==> config.mk <==
export PLATFORM = sky130hd
export DESIGN_NAME = insfetch
export DESIGN_NICKNAME = d
export VERILOG_FILES = /design/src/rtl/insfetch.sv
export SDC_FILE = /design/constraint.sdc
export NUM_CORES = 1
export LEC_CHECK = 0
export BUFFER_PORTS_ARGS = -buffer_cell sky130_fd_sc_hd__clkbuf_2
export CAP_MARGIN = 20
export CORE_UTILIZATION = 50
export DETAILED_ROUTE_END_ITERATION = 16
export PLACE_DENSITY = 0.68
export SYNTH_ARGS = -nofsm -noshare
export SYNTH_HDL_FRONTEND = slang
export SYNTH_SLANG_ARGS = --single-unit
==> constraint.sdc <==
create_clock -name clk -period 7.2 [get_ports clk]
set_input_delay 2.16 -clock clk [delete_from_list [all_inputs] [get_ports clk]]
set_output_delay 2.16 -clock clk [all_outputs]
set_load 0.05 [all_outputs]
==> src/rtl/insfetch.sv <==
// Instruction fetch stage for the 8-thread barrel pipeline: per-thread PCs, active mask,
// round-robin thread pick and the IF/ID register. Optional macro IF_MISALIGN_CHK_EN adds misalign_dec.
module insfetch #(
   parameter int          NUM_TRD = 8,
   parameter logic [31:0] RST_PC  = 32'h0000_0000
) (
   input  logic        clk,
   input  logic        rst_n,
   input  logic        stall,
   input  logic        flushIF,
   output logic [31:0] imem_addr,
   input  logic [31:0] imem_data,
   input  logic        jmp_en,
   input  logic [2:0]  jmp_trd,
   input  logic [31:0] jmp_pc,
   input  logic        init_trd_dec,
   input  logic [31:0] init_pc,
   input  logic        kill_en,
   input  logic [2:0]  kill_trd,
   output logic [31:0] ins_dec,
   output logic [31:0] pc_dec,
   output logic [2:0]  trd_dec,
   output logic        valid_dec,
   output logic [2:0]  new_trd_id,
   output logic        no_free_trd
`ifdef IF_MISALIGN_CHK_EN
   ,
   output logic        misalign_dec
`endif
);

   logic [31:0]        pc_r [NUM_TRD];
   logic [NUM_TRD-1:0] active_r;
   logic [2:0]         last_r;

   logic [NUM_TRD-1:0] eff_mask_s;
   logic [NUM_TRD-1:0] next_mask_s;
   logic [2:0]         sel_s;
   logic [2:0]         idx_s;
   logic               found_s;
   logic               any_s;
   logic [2:0]         new_id_s;
   logic               full_s;
   logic               fetch_s;
   logic               init_ok_s;

   // Eligible threads this cycle: a kill takes effect immediately.
   always_comb begin
      eff_mask_s = active_r;
      if (kill_en) begin
         eff_mask_s[kill_trd] = 1'b0;
      end else begin
         eff_mask_s = active_r;
      end
   end

   // Round-robin pick starting one past the last issued thread; offset 8 wraps back to last_r.
   always_comb begin
      sel_s   = 3'd0;
      idx_s   = 3'd0;
      found_s = 1'b0;
      for (int k = 1; k <= NUM_TRD; k++) begin
         idx_s = last_r + 3'(k);
         if (!found_s && eff_mask_s[idx_s]) begin
            sel_s   = idx_s;
            found_s = 1'b1;
         end else begin
            found_s = found_s;
         end
      end
   end

   // Lowest free thread comes from the pre-kill mask so an init never lands on kill_trd.
   always_comb begin
      new_id_s = 3'd0;
      for (int i = NUM_TRD - 1; i >= 0; i--) begin
         new_id_s = active_r[i] ? new_id_s : 3'(i);
      end
   end

   assign any_s       = |eff_mask_s;
   assign full_s      = &active_r;
   assign fetch_s     = !stall && !flushIF && any_s;
   assign init_ok_s   = init_trd_dec && !full_s;
   assign new_trd_id  = new_id_s;
   assign no_free_trd = full_s;
   assign imem_addr   = pc_r[sel_s];

   // Next active mask: kill clears, a granted init sets.
   always_comb begin
      next_mask_s = active_r;
      if (kill_en) begin
         next_mask_s[kill_trd] = 1'b0;
      end else begin
         next_mask_s = next_mask_s;
      end
      if (init_ok_s) begin
         next_mask_s[new_id_s] = 1'b1;
      end else begin
         next_mask_s = next_mask_s;
      end
   end

   // Per-thread PC update: redirect beats init beats sequential increment.
   always_ff @(posedge clk or negedge rst_n) begin
      if (!rst_n) begin
         for (int i = 0; i < NUM_TRD; i++) begin
            pc_r[i] <= (i == 0) ? RST_PC : 32'd0;
         end
      end else begin
         for (int i = 0; i < NUM_TRD; i++) begin
            if (jmp_en && (jmp_trd == 3'(i))) begin
               pc_r[i] <= jmp_pc;
            end else if (init_ok_s && (new_id_s == 3'(i))) begin
               pc_r[i] <= init_pc;
            end else if (fetch_s && (sel_s == 3'(i))) begin
               pc_r[i] <= pc_r[i] + 32'd4;
            end else begin
               pc_r[i] <= pc_r[i];
            end
         end
      end
   end

   // Active mask and round-robin pointer.
   always_ff @(posedge clk or negedge rst_n) begin
      if (!rst_n) begin
         active_r <= NUM_TRD'(1);
         last_r   <= 3'd7;
      end else begin
         active_r <= next_mask_s;
         if (fetch_s) begin
            last_r <= sel_s;
         end else begin
            last_r <= last_r;
         end
      end
   end

   // IF/ID pipeline register; a flush wins over a stall.
   always_ff @(posedge clk or negedge rst_n) begin
      if (!rst_n) begin
         ins_dec      <= 32'd0;
         pc_dec       <= 32'd0;
         trd_dec      <= 3'd0;
         valid_dec    <= 1'b0;
`ifdef IF_MISALIGN_CHK_EN
         misalign_dec <= 1'b0;
`endif
      end else if (flushIF || (!stall && !any_s)) begin
         ins_dec      <= 32'd0;
         pc_dec       <= 32'd0;
         trd_dec      <= 3'd0;
         valid_dec    <= 1'b0;
`ifdef IF_MISALIGN_CHK_EN
         misalign_dec <= 1'b0;
`endif
      end else if (stall) begin
         ins_dec      <= ins_dec;
         pc_dec       <= pc_dec;
         trd_dec      <= trd_dec;
         valid_dec    <= valid_dec;
`ifdef IF_MISALIGN_CHK_EN
         misalign_dec <= misalign_dec;
`endif
      end else begin
         ins_dec      <= imem_data;
         pc_dec       <= imem_addr;
         trd_dec      <= sel_s;
         valid_dec    <= 1'b1;
`ifdef IF_MISALIGN_CHK_EN
         misalign_dec <= |imem_addr[1:0];
`endif
      end
   end

endmodule

==> results of run 1 <==
[area by class of cell]
| type | count | area, um2 | share of cell area |
|---|---|---|---|
| Multi-Input combinational cell | 2471 | 15500 | 0.518 |
| Sequential cell | 335 | 8390 | 0.280 |
| Timing Repair Buffer | 431 | 3650 | 0.122 |
| Clock buffer | 58 | 1180 | 0.0394 |
| Tap cell | 664 | 831 | 0.0278 |
| Clock inverter | 17 | 224 | 0.00748 |
| Inverter | 37 | 139 | 0.00464 |
| Antenna cell | 4 | 10.0 | 0.000335 |
[kinds of logic after synthesis]
logic type,share of synthesized area
multiplexers,0.0437
flip-flops,0.340
buffers and inverters,0.0603
adder cells (fa/ha/maj),0.00507
AND/OR/NAND/NOR,0.223
XOR/XNOR,0.0735
AO/OA/AOI/OAI,0.254
[timing repair]
action	CTS	global route
gates resized for setup	49	59
endpoints found under the setup margin	32	32
cloned	2	5
setup buffers	7	12
pin swaps	12	17
[tightest hold or removal path: cells and delay by family, from the launching register on]
family           cells  cell delay [ns]
DFF                  1             0.34
and+or+nand+nor      2             0.12
[metal layers]
metal / track usage / routed length (um)
met1: 0.522 / 39400
met2: 0.602 / 44100
met3: 0.0942 / 12700
met4: 0.234 / 6800
met5: 0 / 92
[cell usage in the layout, fill, tap and decap left out, drive strengths merged, types with 7 or more instances in the layout]
cell type | Yosys | layout
nor2 | 422 | 422
a21oi | 387 | 387
nand2 | 334 | 334
dfrtp | 331 | 331
buf | 117 | 246
clkbuf | 189 | 242
a211oi | 219 | 219
nand3 | 151 | 151
o21ai | 117 | 117
xor2 | 107 | 107
xnor2 | 100 | 100
and3 | 94 | 94
mux2i | 56 | 56
nand4 | 40 | 40
inv | 37 | 39
a31oi | 37 | 37
and2 | 36 | 36
a22o | 34 | 34
a32o | 31 | 31
a32oi | 30 | 30
mux2 | 28 | 28
nor3 | 25 | 25
nand2b | 24 | 24
o211ai | 15 | 15
o31ai | 12 | 12
and4 | 11 | 11
a22oi | 10 | 10
ha | 10 | 10
nor4 | 10 | 10
o22ai | 10 | 10
mux4 | 9 | 9
nor2b | 9 | 9
clkinv | 0 | 9
o22a | 8 | 8
o32ai | 8 | 8
or3 | 7 | 7
a31o | 7 | 7
or2 | 7 | 7
[stage by stage]
| stage | hold slack (ns) | setup TNS (ns) | utilization | instances | area [um2] |
|---|---|---|---|---|---|
| floorplan | 0.490 | -3.99 | - | 3149 | 24900 |
| global placement | 0.460 | -18.79 | 0.566 | 3911 | 27600 |
| detailed placement | 0.467 | -19.48 | 0.566 | 3912 | 27600 |
| CTS | 0.481 | -15.31 | 0.603 | 3996 | 29400 |
| global route | 0.507 | -20.43 | 0.614 | 4013 | 29900 |
| finish | 0.480 | -17.54 | 0.614 | 4017 | 29900 |
[flip-flops by register name (all words and copies together), names as in the netlist]
signal	cells
active_r	8
ins_dec	32
last_r	3
pc_dec	32
pc_r	256
trd_dec	3
valid_dec	1
[final timing paths]
| check | start | slack [ns] | end |
|---|---|---|---|
| min in group asynchronous | rst_n | 1.56 | active_r[4] |
| max in group asynchronous | rst_n | 4.30 | pc_r[6] |
| hold reg to reg | valid_dec | 0.48 | valid_dec |
| setup reg to reg | last_r[1] | 2.23 | pc_r[178] |
| hold / removal | valid_dec | 0.48 | valid_dec |
| setup / recovery | kill_trd[0] | -0.62 | imem_addr[1] |
==> impl_metrics.py, run 1 <==
metrics = {
    "final_layout": {
        "layout.nets": 3436,
        "drive_above_1_share": 0.205,
        "syn2layout_area_growth_pct": 21.3,
        "num-fill-cells": 4206,
    },
    "synthesis": {
        "synthTopCellsByArea": "dfrtp_1 34%, a21oi_1 7.9%, a211oi_1 6.6%",
        "synth_cell_types": 86,
        "synth_most_common_cell": "nor2_1",
        "synthCells": 3149,
        "synth_edf_count": 0,
        "syn-cell-area_um2": 24700,
        "syn_nets": 3268,
        "ys.flop_type": "dfrtp_1",
        "yosys_warnings": 0,
        "avgSynthCellArea_um2": 7.83,
        "synthArstFlopShare": 1.00,
        "synth_commonest_cells": "421 x nor2_1, 387 x a21oi_1, 334 x nand2_1",
        "netlist.area_leader.share": 0.336,
        "synth_seq_cells": 335,
        "post-synth-top-area-cell": "dfrtp_1",
        "ys_seq_area_frac": 0.340,
    },
    "routing": {
        "wire_per_inst_um": 25.7,
        "vias_per_cell": 6.68,
        "dr.first_iter.drc_count": 3380,
        "dr.pass1.iters": 6,
        "routed_wl_mm": 103,
        "vias": 26900,
        "final_antenna_net_count": 0,
        "drc_errors": 0,
    },
    "clock_tree": {
        "clkSlewWorstSetupHoldPaths_ns": 0.06,
        "cts_tree": "yes",
        "clock_latency_ns": 0.59,
        "cts_buffers": 41,
        "cts.root.buffer_cell": "clkbuf_16",
        "cts_hold_buf": 0,
        "clock_path_buffers": 3,
        "htree_levels": 2,
        "cts.sinks": 335,
    },
    "timing": {
        "period_share": 1.09,
        "drv_slew": 0,
        "worst_pin_slew_ns": 1.08,
        "setup_ws_ns": -0.624,
        "max_slew_margin": 0.273,
        "worst_clock_skew_ns": 0.0208,
        "max_clock_freq_mhz": 128,
        "fin_crit_ns": 7.82,
        "setup_violations": 32,
        "finalHoldViolations": 0,
        "rsz0062_at_grt": "yes",
    },
    "setup_path": {
        "cp_num_buf_inv": 3,
        "rr_worst_depth": 16,
        "cp-start-kind": "input pin",
        "crit_path_max_incr_delay_ns": 0.54,
        "crit_path_end_kind": "output port",
        "critPathArrivalTime_ns": 5.66,
        "path_cells": "clkbuf_16 -> nor4b_4 -> o32ai_2 -> mux4_2 -> or4_4 -> o221ai_4 -> and2_4 -> buf_12 -> mux4_2 -> nor2_4 -> nor2_4 -> buf_8",
        "required_ns": 5.04,
        "cp.depth": 12,
        "critPathTopFamily": "simple AND/OR/NAND/NOR gates",
        "crit_type": "in -> out",
        "cp_max_fo": 8,
        "cp_slowest_cell": "mux4_2",
    },
    "grt": {
        "grt_max_degree": 144,
        "grt_pass1_vias": 24800,
        "grt_remaining_overflow": 0,
        "grt_first_pass_wirelength_mm": 153,
        "antenna_found_initial": 14,
        "track_usage": 0.399,
    },
    "die": {
        "die_y_um": 224,
        "io_pins": 213,
        "die-area_um2": 50200,
        "initial_core_util": 0.506,
        "rows": 81,
        "die_w_um": 224,
        "core-area_um2": 48700,
    },
    "worst_hold_path": {
        "hold_class": "reg -> reg",
        "whs_path_depth": 2,
    },
    "status": {
        "violations": "setup timing",
        "status": "complete, but fails checks",
    },
    "placement": {
        "place_congestion": 1.03,
        "portBuffers": 212,
        "dp_hpwl_mm": 72.0,
        "post-place-ws_ns": -0.729,
    },
    "run": {
        "drv_cap": 0,
    },
}
Power of run 1 is left out: the tool's default activity adds up to more than one toggle a clock period on the data nets, which glitch-free logic cannot reach.
==> run 2, diff against run 1 <==
RECOVER_POWER = 25   (was not set)
==> impl_metrics.py, run 2 (same netlist as run 1, synthesis figures left out) <==
metrics = {
    "status": {
        "status": "complete, but fails checks",
        "violations": "capacitance limit, slew limit, setup timing",
    },
    "setup_path": {
        "rr_worst_depth": 16,
        "crit_path_end_kind": "output port",
        "crit_type": "in -> out",
        "startpoint": "kill_trd[0]",
        "cp-start-kind": "input pin",
        "critPathArrivalTime_ns": 5.66,
        "cp_max_fo": 8,
        "required_ns": 5.04,
        "r2r_start": "last_r[1]",
    },
    "routing": {
        "routed_wl_mm": 103,
        "dr.pass1.iters": 6,
        "vias_per_cell": 6.71,
        "final_antenna_net_count": 0,
        "vias": 26900,
        "wire_per_inst_um": 25.6,
        "dr.first_iter.drc_count": 3530,
        "drc_errors": 0,
    },
    "die": {
        "core-area_um2": 48700,
        "initial_core_util": 0.506,
        "die_y_um": 224,
        "die-area_um2": 50200,
        "die_w_um": 224,
        "rows": 81,
        "io_pins": 213,
    },
    "final_layout": {
        "multi_input_area_um2": 15500,
        "max_flop_register": "pc_r",
        "drive_above_1_share": 0.203,
        "final_cell_mix": "408 x nor2_1, 387 x a21oi_1, 331 x dfrtp_1",
        "largest_reg_flops": 256,
        "final-seq-area_um2": 8390,
        "top_regs": "pc_r: 256 flops, ins_dec: 32 flops, pc_dec: 32 flops",
        "syn2layout_area_growth_pct": 21.2,
        "final_common_cell": "nor2_1",
        "num-fill-cells": 4213,
        "layout.nets": 3436,
    },
    "grt": {
        "grt_remaining_overflow": 0,
        "grt_pass1_vias": 24800,
        "antenna_found_initial": 14,
        "grt_max_degree": 144,
        "grt_first_pass_wirelength_mm": 153,
        "track_usage": 0.399,
    },
    "worst_hold_path": {
        "hold_class": "reg -> reg",
        "whs_path_depth": 2,
        "min-delay-start": "valid_dec",
    },
    "clock_tree": {
        "cts.root.buffer_cell": "clkbuf_16",
        "clock_latency_ns": 0.59,
        "cts_hold_buf": 0,
        "cts_buffers": 41,
        "cts_tree": "yes",
        "clock_path_buffers": 3,
        "htree_levels": 2,
        "clkSlewWorstSetupHoldPaths_ns": 0.06,
        "cts.sinks": 335,
    },
    "timing": {
        "setup_violations": 32,
        "setup_ws_ns": -0.625,
        "final.setup.tns_ns": -17.58,
        "finalHoldViolations": 0,
        "worst_clock_skew_ns": 0.0182,
        "drv_slew": 254,
        "period_share": 1.09,
        "rsz0062_at_grt": "yes",
        "worst_pin_slew_ns": 5.49,
        "max_clock_freq_mhz": 128,
        "fin_crit_ns": 7.82,
        "max_slew_margin": -2.66,
    },
    "placement": {
        "portBuffers": 212,
        "dp_hpwl_mm": 72.0,
        "place_congestion": 1.03,
    },
    "run": {
        "drv_cap": 4,
    },
}
==> run 2: cell types whose count changed in the layout (fill, tap and decap cells not counted), sizes merged <==
cell	delta
diode	+1
buf	-4
clkbuf	+4
==> run 2: area by class of cell <==
type	count	share of cell area
flip-flops and latches	335	0.281
clock buffers	58	0.0395
clock inverters	17	0.00749
well taps	664	0.0278
inverters	37	0.00465
multi-input cells	2471	0.518
repair buffers	431	0.121
diodes	5	0.000419
==> run 2: critical path: stages <==
cell       delay [ns]
clkbuf_16        0.13
nor4b_4          0.42
o32ai_2          0.17
mux4_2           0.54
or4_4            0.54
o221ai_4         0.29
and2_4           0.40
buf_12           0.15
mux4_2           0.52
nor2_4           0.16
nor2_4           0.05
buf_8            0.14
==> run 2: per-layer routing <==
| layer | vias to the layer above | global-route usage | wire length (um) |
|---|---|---|---|
| li1 | 11700 | - | - |
| met1 | 12900 | 0.522 | 39400 |
| met2 | 1917 | 0.602 | 44000 |
| met3 | 415 | 0.0942 | 12600 |
| met4 | 14 | 0.234 | 6860 |
| met5 | - | 0 | 82 |
==> run 2: worst paths after layout <==
path,endpoint,slack [ns]
setup / recovery,imem_addr[1],-0.62
hold / removal,valid_dec,0.48
setup reg to reg,pc_r[178],2.24
hold reg to reg,valid_dec,0.48
max in group asynchronous,pc_r[4],0.50
min in group asynchronous,active_r[4],3.55
==> run 2: what timing repair did <==
action	CTS	global route
endpoints found under the setup margin	32	32
pin swaps	12	17
buffers inserted	7	12
hold endpoints to repair	0	0
gates resized for setup	49	59
gates cloned	2	5
==> run 2: per-stage QoR <==
stage	hold slack [ns]	cells	worst slack, ns	util	instance area [um2]
2_1_floorplan	0.490	3149	-0.138	-	24900
3_3_place_gp	0.460	3911	-0.726	0.566	27600
3_5_place_dp	0.467	3912	-0.729	0.566	27600
4_1_cts	0.481	3996	-0.530	0.603	29400
5_1_grt	0.507	4013	-0.693	0.613	29900
6_report	0.480	4018	-0.625	0.613	29900
Power of run 2 is left out for the same reason.
